File: config.mk
export PLATFORM = sky130hd
export DESIGN_NAME = uart_rx_port_flat
export DESIGN_NICKNAME = d
export VERILOG_FILES = /design/src/rtl/uart_pkg.sv /design/src/rtl/uart_rx_port_if.sv /design/src/rtl/sync_fifo.sv /design/src/rtl/uart_rx_port.sv /design/src/flat_wrapper.sv
export SDC_FILE = /design/constraint.sdc
export NUM_CORES = 1
export LEC_CHECK = 0
export CAP_MARGIN = 10
export CORE_MARGIN = 5
export CORE_UTILIZATION = 45
export CTS_BUF_LIST = sky130_fd_sc_hd__clkbuf_8
export DETAILED_ROUTE_END_ITERATION = 12
export GPL_TIMING_DRIVEN = 0
export PLACE_DENSITY = 0.84
export SLEW_MARGIN = 20
export SYNTH_ARGS = -nofsm -noshare
export SYNTH_HDL_FRONTEND = slang
export SYNTH_SLANG_ARGS = --single-unit
File: constraint.sdc
create_clock -name clk -period 2.9 [get_ports clk]
set_input_delay 0.725 -clock clk [delete_from_list [all_inputs] [get_ports clk]]
set_output_delay 0.725 -clock clk [all_outputs]
set_load 0.02 [all_outputs]
File: src/rtl/uart_pkg.sv
// Shared definitions for the UART receive port.
// Holds the bus register map, the STATUS bit positions, the receiver
// state encoding and a helper that assembles the STATUS word.
// No ports; imported by the receiver top and the testbench.
package uart_pkg;

  localparam logic [31:0] DATA_ADDR   = 32'h7000_0004;
  localparam logic [31:0] STATUS_ADDR = 32'h7000_0010;

  localparam int STAT_TX_READY  = 0;
  localparam int STAT_NONEMPTY  = 1;
  localparam int STAT_OVERRUN   = 2;
  localparam int STAT_FRAME_ERR = 3;

  typedef enum logic [1:0] {
    IDLE  = 2'd0,
    START = 2'd1,
    DATA  = 2'd2,
    STOP  = 2'd3
  } rx_state_e;

  // This port has no transmitter, so "tx ready" is always reported as set.
  function automatic logic [31:0] status_word(input logic nonempty,
                                              input logic overrun,
                                              input logic frame_err);
    logic [31:0] w;
    w = '0;
    w[STAT_TX_READY]  = 1'b1;
    w[STAT_NONEMPTY]  = nonempty;
    w[STAT_OVERRUN]   = overrun;
    w[STAT_FRAME_ERR] = frame_err;
    return w;
  endfunction

endpackage

File: src/rtl/uart_rx_port_if.sv
// Memory-mapped bus interface of the UART receive port.
// master: bus host, drives mem_valid/mem_write/mem_wmask/mem_wdata/mem_addr,
//         receives mem_rdata.
// slave : the peripheral, the reverse directions.
interface uart_rx_port_if;

  logic        mem_valid;
  logic        mem_write;
  logic [3:0]  mem_wmask;
  logic [31:0] mem_wdata;
  logic [31:0] mem_addr;
  logic [31:0] mem_rdata;

  modport master (
    output mem_valid, mem_write, mem_wmask, mem_wdata, mem_addr,
    input  mem_rdata
  );

  modport slave (
    input  mem_valid, mem_write, mem_wmask, mem_wdata, mem_addr,
    output mem_rdata
  );

endinterface

File: src/rtl/sync_fifo.sv
// Small synchronous FIFO for received bytes.
// Ports: clk/rstn (synchronous, active-low), push/push_data write side,
// pop/pop_data read side (pop_data is the oldest entry, 0 when empty),
// empty/full flags, push_ok = the push this cycle is stored.
// Pointers carry one extra wrap bit so full and empty are distinguishable.
module sync_fifo #(
  parameter int WIDTH     = 8,
  parameter int FIFO_LOG2 = 2
) (
  input  logic             clk,
  input  logic             rstn,
  input  logic             push,
  input  logic [WIDTH-1:0] push_data,
  input  logic             pop,
  output logic [WIDTH-1:0] pop_data,
  output logic             empty,
  output logic             full,
  output logic             push_ok
);

  localparam int DEPTH = 1 << FIFO_LOG2;

  logic [FIFO_LOG2:0] wr_ptr_q, wr_ptr_d;
  logic [FIFO_LOG2:0] rd_ptr_q, rd_ptr_d;
  logic [WIDTH-1:0]   mem_q [DEPTH];
  logic               pop_ok;

  assign empty = (wr_ptr_q == rd_ptr_q);
  assign full  = (wr_ptr_q[FIFO_LOG2] != rd_ptr_q[FIFO_LOG2]) &&
                 (wr_ptr_q[FIFO_LOG2-1:0] == rd_ptr_q[FIFO_LOG2-1:0]);

  assign pop_ok = pop && !empty;
  // A pop in the same cycle frees the slot the push lands in, so a full
  // FIFO still accepts the new byte.
  assign push_ok = push && (!full || pop_ok);

  assign pop_data = empty ? '0 : mem_q[rd_ptr_q[FIFO_LOG2-1:0]];

  always_comb begin
    wr_ptr_d = wr_ptr_q;
    rd_ptr_d = rd_ptr_q;
    if (push_ok) wr_ptr_d = wr_ptr_q + 1'b1;
    if (pop_ok)  rd_ptr_d = rd_ptr_q + 1'b1;
  end

  always_ff @(posedge clk) begin
    if (!rstn) begin
      wr_ptr_q <= '0;
      rd_ptr_q <= '0;
    end else begin
      wr_ptr_q <= wr_ptr_d;
      rd_ptr_q <= rd_ptr_d;
    end
  end

  // Storage needs no reset; emptiness is tracked by the pointers alone.
  always_ff @(posedge clk) begin
    if (rstn && push_ok) mem_q[wr_ptr_q[FIFO_LOG2-1:0]] <= push_data;
  end

endmodule

File: src/rtl/uart_rx_port.sv
// UART 8N1 receiver with a memory-mapped DATA/STATUS register pair.
// Ports: clk, rstn (synchronous, active-low), rx (asynchronous serial line,
// idle high), bus (uart_rx_port_if.slave, zero-wait-state access with
// registered read data), rx_irq (high while received bytes are waiting).
// Parameters: CLK_DIV clocks per serial bit (>= 4), FIFO_LOG2 log2 depth.
module uart_rx_port
  import uart_pkg::*;
#(
  parameter int CLK_DIV   = 16,
  parameter int FIFO_LOG2 = 2
) (
  input  logic           clk,
  input  logic           rstn,
  input  logic           rx,
  uart_rx_port_if.slave  bus,
  output logic           rx_irq
);

  localparam int CW = $clog2(CLK_DIV);
  localparam logic [CW-1:0] HALF_LOAD = CW'(CLK_DIV / 2 - 1);
  localparam logic [CW-1:0] FULL_LOAD = CW'(CLK_DIV - 1);

  logic            sync1_q, sync1_d, sync2_q, sync2_d, rx_prev_q, rx_prev_d;
  rx_state_e       state_q, state_d;
  logic [CW-1:0]   cnt_q, cnt_d;
  logic [2:0]      bit_idx_q, bit_idx_d;
  logic [7:0]      shift_q, shift_d;
  logic            overrun_q, overrun_d, frame_err_q, frame_err_d;
  logic [31:0]     rdata_q, rdata_d;

  logic            rx_fall, push, frame_set;
  logic            rd_access, wr_access, pop;
  logic            fifo_empty, fifo_full, fifo_push_ok;
  logic [7:0]      fifo_data;
  logic            unused_bits;

  assign unused_bits = ^{bus.mem_wmask[3:1], bus.mem_wdata[31:4],
                         bus.mem_wdata[1:0], fifo_full};

  // Falling edge seen on the synchronised line, one stage behind sync2.
  assign rx_fall = rx_prev_q && !sync2_q;

  // Receiver: the counter reloads to half a bit on the start edge so every
  // later sample lands mid-bit.
  always_comb begin
    sync1_d   = rx;
    sync2_d   = sync1_q;
    rx_prev_d = sync2_q;
    state_d   = state_q;
    cnt_d     = cnt_q;
    bit_idx_d = bit_idx_q;
    shift_d   = shift_q;
    push      = 1'b0;
    frame_set = 1'b0;
    case (state_q)
      IDLE: begin
        if (rx_fall) begin
          state_d = START;
          cnt_d   = HALF_LOAD;
        end
      end
      START: begin
        if (cnt_q == '0) begin
          if (!sync2_q) begin
            state_d   = DATA;
            cnt_d     = FULL_LOAD;
            bit_idx_d = '0;
          end else begin
            state_d = IDLE;
          end
        end else begin
          cnt_d = cnt_q - 1'b1;
        end
      end
      DATA: begin
        if (cnt_q == '0) begin
          shift_d   = {sync2_q, shift_q[7:1]};
          cnt_d     = FULL_LOAD;
          bit_idx_d = bit_idx_q + 1'b1;
          if (bit_idx_q == 3'd7) state_d = STOP;
        end else begin
          cnt_d = cnt_q - 1'b1;
        end
      end
      STOP: begin
        if (cnt_q == '0) begin
          if (sync2_q) push = 1'b1;
          else         frame_set = 1'b1;
          state_d = IDLE;
        end else begin
          cnt_d = cnt_q - 1'b1;
        end
      end
      default: state_d = IDLE;
    endcase
  end

  assign rd_access = bus.mem_valid && !bus.mem_write;
  assign wr_access = bus.mem_valid &&  bus.mem_write;
  assign pop       = rd_access && (bus.mem_addr == DATA_ADDR);

  // Bus side: read data is captured on every access and held between them;
  // sticky error flags are set by the receiver and cleared by write-1.
  always_comb begin
    rdata_d     = rdata_q;
    overrun_d   = overrun_q;
    frame_err_d = frame_err_q;
    if (bus.mem_valid) begin
      rdata_d = '0;
      if (rd_access && bus.mem_addr == STATUS_ADDR)
        rdata_d = status_word(!fifo_empty, overrun_q, frame_err_q);
      else if (pop)
        rdata_d = {24'b0, fifo_data};
    end
    if (wr_access && bus.mem_addr == STATUS_ADDR && bus.mem_wmask[0]) begin
      if (bus.mem_wdata[STAT_OVERRUN])   overrun_d   = 1'b0;
      if (bus.mem_wdata[STAT_FRAME_ERR]) frame_err_d = 1'b0;
    end
    if (push && !fifo_push_ok) overrun_d   = 1'b1;
    if (frame_set)             frame_err_d = 1'b1;
  end

  always_ff @(posedge clk) begin
    if (!rstn) begin
      sync1_q     <= 1'b1;
      sync2_q     <= 1'b1;
      rx_prev_q   <= 1'b1;
      state_q     <= IDLE;
      cnt_q       <= '0;
      bit_idx_q   <= '0;
      shift_q     <= '0;
      overrun_q   <= 1'b0;
      frame_err_q <= 1'b0;
      rdata_q     <= '0;
    end else begin
      sync1_q     <= sync1_d;
      sync2_q     <= sync2_d;
      rx_prev_q   <= rx_prev_d;
      state_q     <= state_d;
      cnt_q       <= cnt_d;
      bit_idx_q   <= bit_idx_d;
      shift_q     <= shift_d;
      overrun_q   <= overrun_d;
      frame_err_q <= frame_err_d;
      rdata_q     <= rdata_d;
    end
  end

  sync_fifo #(
    .WIDTH     (8),
    .FIFO_LOG2 (FIFO_LOG2)
  ) u_fifo (
    .clk       (clk),
    .rstn      (rstn),
    .push      (push),
    .push_data (shift_q),
    .pop       (pop),
    .pop_data  (fifo_data),
    .empty     (fifo_empty),
    .full      (fifo_full),
    .push_ok   (fifo_push_ok)
  );

  assign bus.mem_rdata = rdata_q;
  assign rx_irq        = !fifo_empty;

endmodule
File: src/flat_wrapper.sv
// flat-port wrapper written by rule: the top's interface ports become plain ports
module uart_rx_port_flat import uart_pkg::*;
#(
  parameter int CLK_DIV   = 16,
  parameter int FIFO_LOG2 = 2
)
  (clk, rstn, rx, rx_irq, bus_mem_valid, bus_mem_write, bus_mem_wmask, bus_mem_wdata, bus_mem_addr, bus_mem_rdata);
  uart_rx_port_if bus_i ();
  input  logic clk;
  input  logic rstn;
  input  logic rx;
  output logic rx_irq;
  input wire logic [$bits(bus_i.mem_valid)-1:0] bus_mem_valid;
  input wire logic [$bits(bus_i.mem_write)-1:0] bus_mem_write;
  input wire logic [$bits(bus_i.mem_wmask)-1:0] bus_mem_wmask;
  input wire logic [$bits(bus_i.mem_wdata)-1:0] bus_mem_wdata;
  input wire logic [$bits(bus_i.mem_addr)-1:0] bus_mem_addr;
  output wire logic [$bits(bus_i.mem_rdata)-1:0] bus_mem_rdata;
  assign bus_i.mem_valid = bus_mem_valid;
  assign bus_i.mem_write = bus_mem_write;
  assign bus_i.mem_wmask = bus_mem_wmask;
  assign bus_i.mem_wdata = bus_mem_wdata;
  assign bus_i.mem_addr = bus_mem_addr;
  assign bus_mem_rdata = bus_i.mem_rdata;
  uart_rx_port #(.CLK_DIV(CLK_DIV), .FIFO_LOG2(FIFO_LOG2)) u_core (.clk(clk), .rstn(rstn), .rx(rx), .bus(bus_i), .rx_irq(rx_irq));
endmodule
Word-level counts from Yosys, hierarchy flattened
Memory sizes are Yosys's and may differ from the RTL's. A register that Yosys moved wholly into a read port is not among the register bits.
Cells that the tools add are included.
{"block": "classes", "eq_ne": 17, "add_sub_neg": 4, "muxes": 36, "n_reduce_logical": 31}
{"op": "== test 32 x 31 -> 1 bit (second input constant)", "count": 2}
{"op": "two-way mux 32 bit", "count": 1}
{"op": "two-way mux 4 bit", "count": 5}
{"op": "two-way mux 2 bit", "count": 8}
{"op": "two-way mux 8 bit", "count": 2}
{"op": "case mux 4 bit (4 select lines)", "count": 1}
{"op": "two-way mux 1 bit", "count": 14}
{"op": "logical AND 1 bit", "count": 12}
{"op": "!= test 2 x 1 -> 1 bit (second input constant)", "count": 5}
{"op": "nonzero test 2 bit", "count": 5}
{"op": "adder 3 x 1 -> 3 bit (second input constant)", "count": 3}
{"op": "two-way mux 3 bit", "count": 3}
{"op": "case mux 2 bit (4 select lines)", "count": 1}
{"op": "case mux 3 bit (2 select lines)", "count": 1}
{"op": "AND reduction 2 bit", "count": 3}
{"op": "zero test 1 bit", "count": 5}
{"op": "AND reduction 5 bit", "count": 1}
{"op": "== test 2 bit (second input constant)", "count": 2}
{"op": "zero test 4 bit", "count": 1}
{"op": "!= test 2 bit (second input constant)", "count": 2}
{"op": "AND reduction 4 bit", "count": 1}
{"op": "subtractor 4 x 1 -> 4 bit (second input constant)", "count": 1}
{"op": "== test 3 bit", "count": 1}
{"op": "== test 3 bit (second input constant)", "count": 1}
{"op": "other kinds (7)", "count": 7}
{"block": "word_totals", "mem_count": 1, "output_inout_bits": 33, "in_bits": 73, "mem_bits_rw": 32, "regBits": 60}
{"memory": "u_core.u_fifo.mem_q", "depth": 4, "width": 8, "read_ports": 1, "rd_ports_with_merged_regs": 1, "write_ports": 1, "line_no": "sync_fifo.sv:25", "source": "logic [WIDTH-1:0] mem_q [DEPTH];"}

Longest topological paths before layout
{"block": "depth", "depth_word": 10, "depth_mapped": 8, "ltp_nobuf": 7}

Hierarchy
From an unflattened synthesis, not the netlist that was laid out.
{"block": "unflattened", "cells_unflattened": 309, "hier_area_um2": 3520.9}
{"module": "uart_rx_port", "cells_per_inst": 204, "area_per_inst_um2": 1801.7, "seq_area_each_um2": 600.6, "n_inst": 1}
{"module": "sync_fifo", "cells_per_inst": 105, "area_per_inst_um2": 1719.1, "seq_area_each_um2": 1121.1, "n_inst": 1}

Worst setup path after synthesis
Ideal clock, no wire load.
{"block": "synth_timing", "path_kind": "in2reg", "startpoint": "input port bus_mem_addr[3]", "endpoint": "memory u_core.u_fifo.mem_q[0][0] (enable)", "cell_stages": 5, "t_arrival_ns": 2.120, "path_slack_ns": 0.448, "cell_sequence": "nor4_1 -> nand4_1 -> nor3_1 -> o21a_1 -> and3_1"}
{"block": "synth_between", "elab_chain_cells": 8}
{"element": "start: declaration", "line_no": "flat_wrapper.sv:17", "source": "input wire logic [$bits(bus_i.mem_addr)-1:0] bus_mem_addr;"}
{"element": "== test 32 x 31 -> 1 bit", "line_no": "uart_rx_port.sv:100", "source": "assign pop = rd_access && (bus.mem_addr == DATA_ADDR);"}
{"element": "logical AND 1 bit", "line_no": "uart_rx_port.sv:100"}
{"element": "logical AND 1 bit", "line_no": "sync_fifo.sv:32", "source": "assign pop_ok = pop && !empty;"}
{"element": "logical OR 1 bit", "line_no": "sync_fifo.sv:35", "source": "assign push_ok = push && (!full || pop_ok);"}
{"element": "logical AND 1 bit", "line_no": "sync_fifo.sv:35"}
{"element": "logical AND 1 bit", "line_no": "sync_fifo.sv:58", "source": "if (rstn && push_ok) mem_q[wr_ptr_q[FIFO_LOG2-1:0]] <= push_data;"}
{"element": "two-way mux 1 bit", "line_no": "sync_fifo.sv:58"}
{"element": "two-way mux 1 bit (not written as such)", "line_no": "sync_fifo.sv:58"}
{"element": "end: declaration", "line_no": "sync_fifo.sv:25"}
Every way passes these cells.

Final worst setup path
{"block": "layout_timing", "startpoint": "input port bus_mem_addr[3]", "endpoint": "memory u_core.u_fifo.mem_q[3][3] (enable)"}
The elaborated chain is that of the path after synthesis.

==> summary.txt <==
Cells and area
  – Antenna diodes: 0
  – Layout area overhead: 26.94%
  – Final Cell Area: 0.004239 sq mm
  – Most common library cell in the layout ignoring fill and taps: clkdlybuf4s50_1
  – Most frequent cells in the layout: 48 x clkdlybuf4s50_1, 38 x dfxtp_1, 35 x nand2_1
  – Share of layout cells above drive strength 1: 15.92%
  – Fin cells: about 480
  – Final net count: 458

Die
  – Core area: between 0.007 and 0.008 sq mm
  – Die span in x: 96.15 um
  – # IOs: 106
  – Die area: 0.009244 sq mm
  – Initial Util: a little under half
  – Die Span Y: ~96 um
  – Std cell rows: 31

Pwr
  – Cell Pwr Density: 491.4 mW/mm^2
  – Combinational share of power: 12.9%
  – Internal Power: 1581 uW
  – Clock power frac: 36.5%
  – LEAKAGE: around 0.0016 uW
  – Peak VDD IR: 0.2618 mV
  – Switching share of total power: 24.08%
  – P_sw: 501.6 uW
  – Sequential Power Share: 50.6%

Timing
  – Final Max Slew Viols: 0
  – Max-slew headroom: 56.89%
  – PnR worst setup slack: approximately 0.22 ns
  – FMAX: 373.5 MHz
  – Final hold vios: 0
  – Worst Skew: just over 0.007 ns
  – Tightest Pin Transition: 0.6467 ns
  – Min Clock Period, post-route: 2.677 ns
  – Setup repair after global routing missed its margin: no
  – Crit share post-route: between 90 and 100%
  – Hold Slack: 0.4165 ns
  – Final setup fails: 0

Worst setup path
  – Worst R2R Setup Slack: 0.65 ns
  – CP Buf/Inv Count: 1
  – Critical Path RT: approximately 2.9 ns
  – R2R cell count: 6
  – Crit. path cell count: 6
  – Cell Chain, Critical Path: clkdlybuf4s50_1 > nor4_1 > nand4_1 > nor3_2 > o21a_1 > and3_2
  – Cell class contributing the biggest share of worst-path delay: simple AND/OR/NAND/NOR gates
  – CP endpoint: u_core.u_fifo.mem_q[3][3]$_DFFE_PP_
  – CP Capture Type: flop
  – Max stage delay on crit path: 0.40 ns
  – Setup CP Type: in2reg
  – Critical path fanouts, max: 8
  – Worst flop-to-flop path startpoint: u_core.cnt_q[0]$_SDFFE_PN0P_
  – Reg2reg end: u_core.u_fifo.mem_q[3][3]$_DFFE_PP_
  – Worst Setup SP: bus_mem_addr[3]
  – CP max-delay cell: clkdlybuf4s50_1
  – CP arrival: 2.71 ns
  – Startpoint Class: primary input

Clock network
  – CTS tree: built
  – Post-CTS setup buffer count: 0
  – CTS HTree Levels: 3
  – CTS Buf Count: 9
  – Clock sinks: 70
  – Clock latency on the worst-skew pair: between 0.3 and 0.4 ns
  – Post-CTS Resized: 4
  – Clock slew seen by the registers of the worst setup and hold paths: 0.07 ns
  – Clock buffer depth: 2
  – Root Buffer: clkbuf_8
  – Hold buffers post-CTS: 0

Placed design
  – Placement Setup Slack: -0.4220 ns
  – Dpl cell area: 0.004030 sq mm
  – Routability Congestion: 0.8420
  – Dpl cells: 460
  – IO Port Bufs: 48
  – Final HPWL DP: 5333 um

Run status
  – Outcome: completed

Routing
  – Metal-1 WL: around 2600 um
  – Initial DRT Pass Iterations: 4
  – Post-Route WL: about 7000 um
  – DRC violations left: 0
  – Vias: 2,406
  – Vias/cell: 5.055
  – Antenna-violating nets left: 0
  – Starting DRT DRC Count: 91
  – Highest metal used: met4
  – Total length of routed met2 wires: roughly 3500 um
  – Met3 Routed Length: 751 um
  – Avg WL per Cell: 14.75 um

Synthesis
  – Ys async rst share: 0%
  – Mapped Cells: 290
  – YS warnings: 0
  – Number of flops mapped to enable cells by yosys: 32
  – Netlist Area Pre-Place: 0.003339 sq mm
  – Top FF cell, synth: dfxtp_1
  – Avg Cell Area, Syn: 11.52 sq um
  – Sequential area share after synthesis: 51.55%
  – FF+latch count, synth: 70
  – Yosys cell types: 47

Global routing
  – Vias in the first global route: 2,299
  – Remaining Overflow, GRT: 0
  – Largest net degree at the start of global routing: 13
  – Overall Global Routing Usage: 15.76%
  – Initial antenna violation count: 0
  – First-pass GRT wire length: 10,920 um

Hold path
  – HP Class: reg2reg

Job
  – Max_cap viols: 0
-- layout make-up --
class                           instances  area, sq um
Fill cell                             578         3014
Sequential cell                        70         1722
Multi-Input combinational cell        201         1471
Timing Repair Buffer                   48        480.5
Buffer                                 33        214.0
Clock buffer                           10        137.6
Tap cell                               99        123.9
Clock inverter                          6        56.30
Inverter                                9        33.78
-- cell usage after synthesis (8+ instances only) --
master,instances,share of area (%)
a22oi_1,11,2.5
nor2b_1,11,2.1
inv_1,9,1.0
ha_1,13,4.9
buf_4,24,5.4
edfxtp_1,32,29
dfxtp_1,38,23
mux4_2,8,5.4
a21boi_0,12,2.7
nand2_1,35,3.9
-- worst min path at each step --
stage,start,end,slack (ns),cells after the start
floorplan,u_core.sync1_q$_SDFF_PN1_,u_core.rx_prev_d$_SDFF_PN1_,0.39,1
global placement,u_core.sync1_q$_SDFF_PN1_,u_core.rx_prev_d$_SDFF_PN1_,0.40,1
detailed placement,u_core.sync1_q$_SDFF_PN1_,u_core.rx_prev_d$_SDFF_PN1_,0.40,1
CTS,u_core.sync1_q$_SDFF_PN1_,u_core.rx_prev_d$_SDFF_PN1_,0.43,1
global route,u_core.sync1_q$_SDFF_PN1_,u_core.rx_prev_d$_SDFF_PN1_,0.45,1
finish,u_core.sync1_q$_SDFF_PN1_,u_core.rx_prev_d$_SDFF_PN1_,0.42,1
-- registers in the layout, summed over array words and instances (netlist names), named ones only --
| name | cells |
|---|---|
| u_core.bit_idx_q | 3 |
| u_core.bus.mem_rdata | 8 |
| u_core.cnt_q | 4 |
| u_core.frame_err_q | 1 |
| u_core.overrun_q | 1 |
| u_core.rx_prev_d | 1 |
| u_core.rx_prev_q | 1 |
| u_core.shift_q | 8 |
| u_core.state_q | 1 |
| u_core.sync1_q | 1 |
| u_core.u_fifo.mem_q | 32 |
| u_core.u_fifo.rd_ptr_q | 3 |
| u_core.u_fifo.wr_ptr_q | 3 |
-- worst reg2reg max path, delay by kind of cell (launching register included) --
family / cells / cell delay [ns]
buf+inv: 1 / 0.10
compound gates: 1 / 0.28
simple gates: 3 / 1.05
fa+ha+maj: 1 / 0.17
flops: 1 / 0.34
-- layer usage --
layer | up-vias | track usage, %
met1 | 1101 | 16.58
met5 | - | 0
met2 | 110 | 28.58
met3 | 18 | 4.769
met4 | 0 | 7.227
li1 | 1177 | -
-- kinds of logic (layout without fill, tap and decap cells) --
| kind of cell | after synthesis | count (layout) | share of synthesized area [%] |
|---|---|---|---|
| xor gates and xnor gates | 4 | 4 | 1.049 |
| DFF | 70 | 70 | 51.55 |
| adders and majority gates | 13 | 13 | 4.871 |
| other | 1 | 24 | 0.1123 |
| AOI/OAI and AO/OA | 51 | 51 | 11.05 |
| muxes | 12 | 12 | 6.594 |
| and+or+nand+nor | 97 | 97 | 17.35 |
| buffers and inverters | 42 | 106 | 7.419 |
-- power by group through the flow --
| stage | Clock, uW | Combinational [uW] | Sequential (uW) |
|---|---|---|---|
| 6_report | 760 | 270 | 1050 |
| 5_1_grt | 824 | 298 | 1060 |
| 4_1_cts | 774 | 266 | 1050 |
| 3_5_place_dp | 0 | 266 | 1070 |
| 3_3_place_gp | 0 | 259 | 1070 |
| 2_1_floorplan | 0 | 180 | 1070 |
-- stage by stage --
stage / utilization, % / setup TNS [ns] / power, uW
4_1_cts: 58.31 / 0 / 2093
5_1_grt: 58.44 / 0 / 2178
2_1_floorplan: - / 0 / 1251
6_report: 58.44 / 0 / 2083
3_5_place_dp: 55.56 / -13.09 / 1340
3_3_place_gp: 55.56 / -10.19 / 1334
No activity file was read; power rests on OpenSTA's default activity.
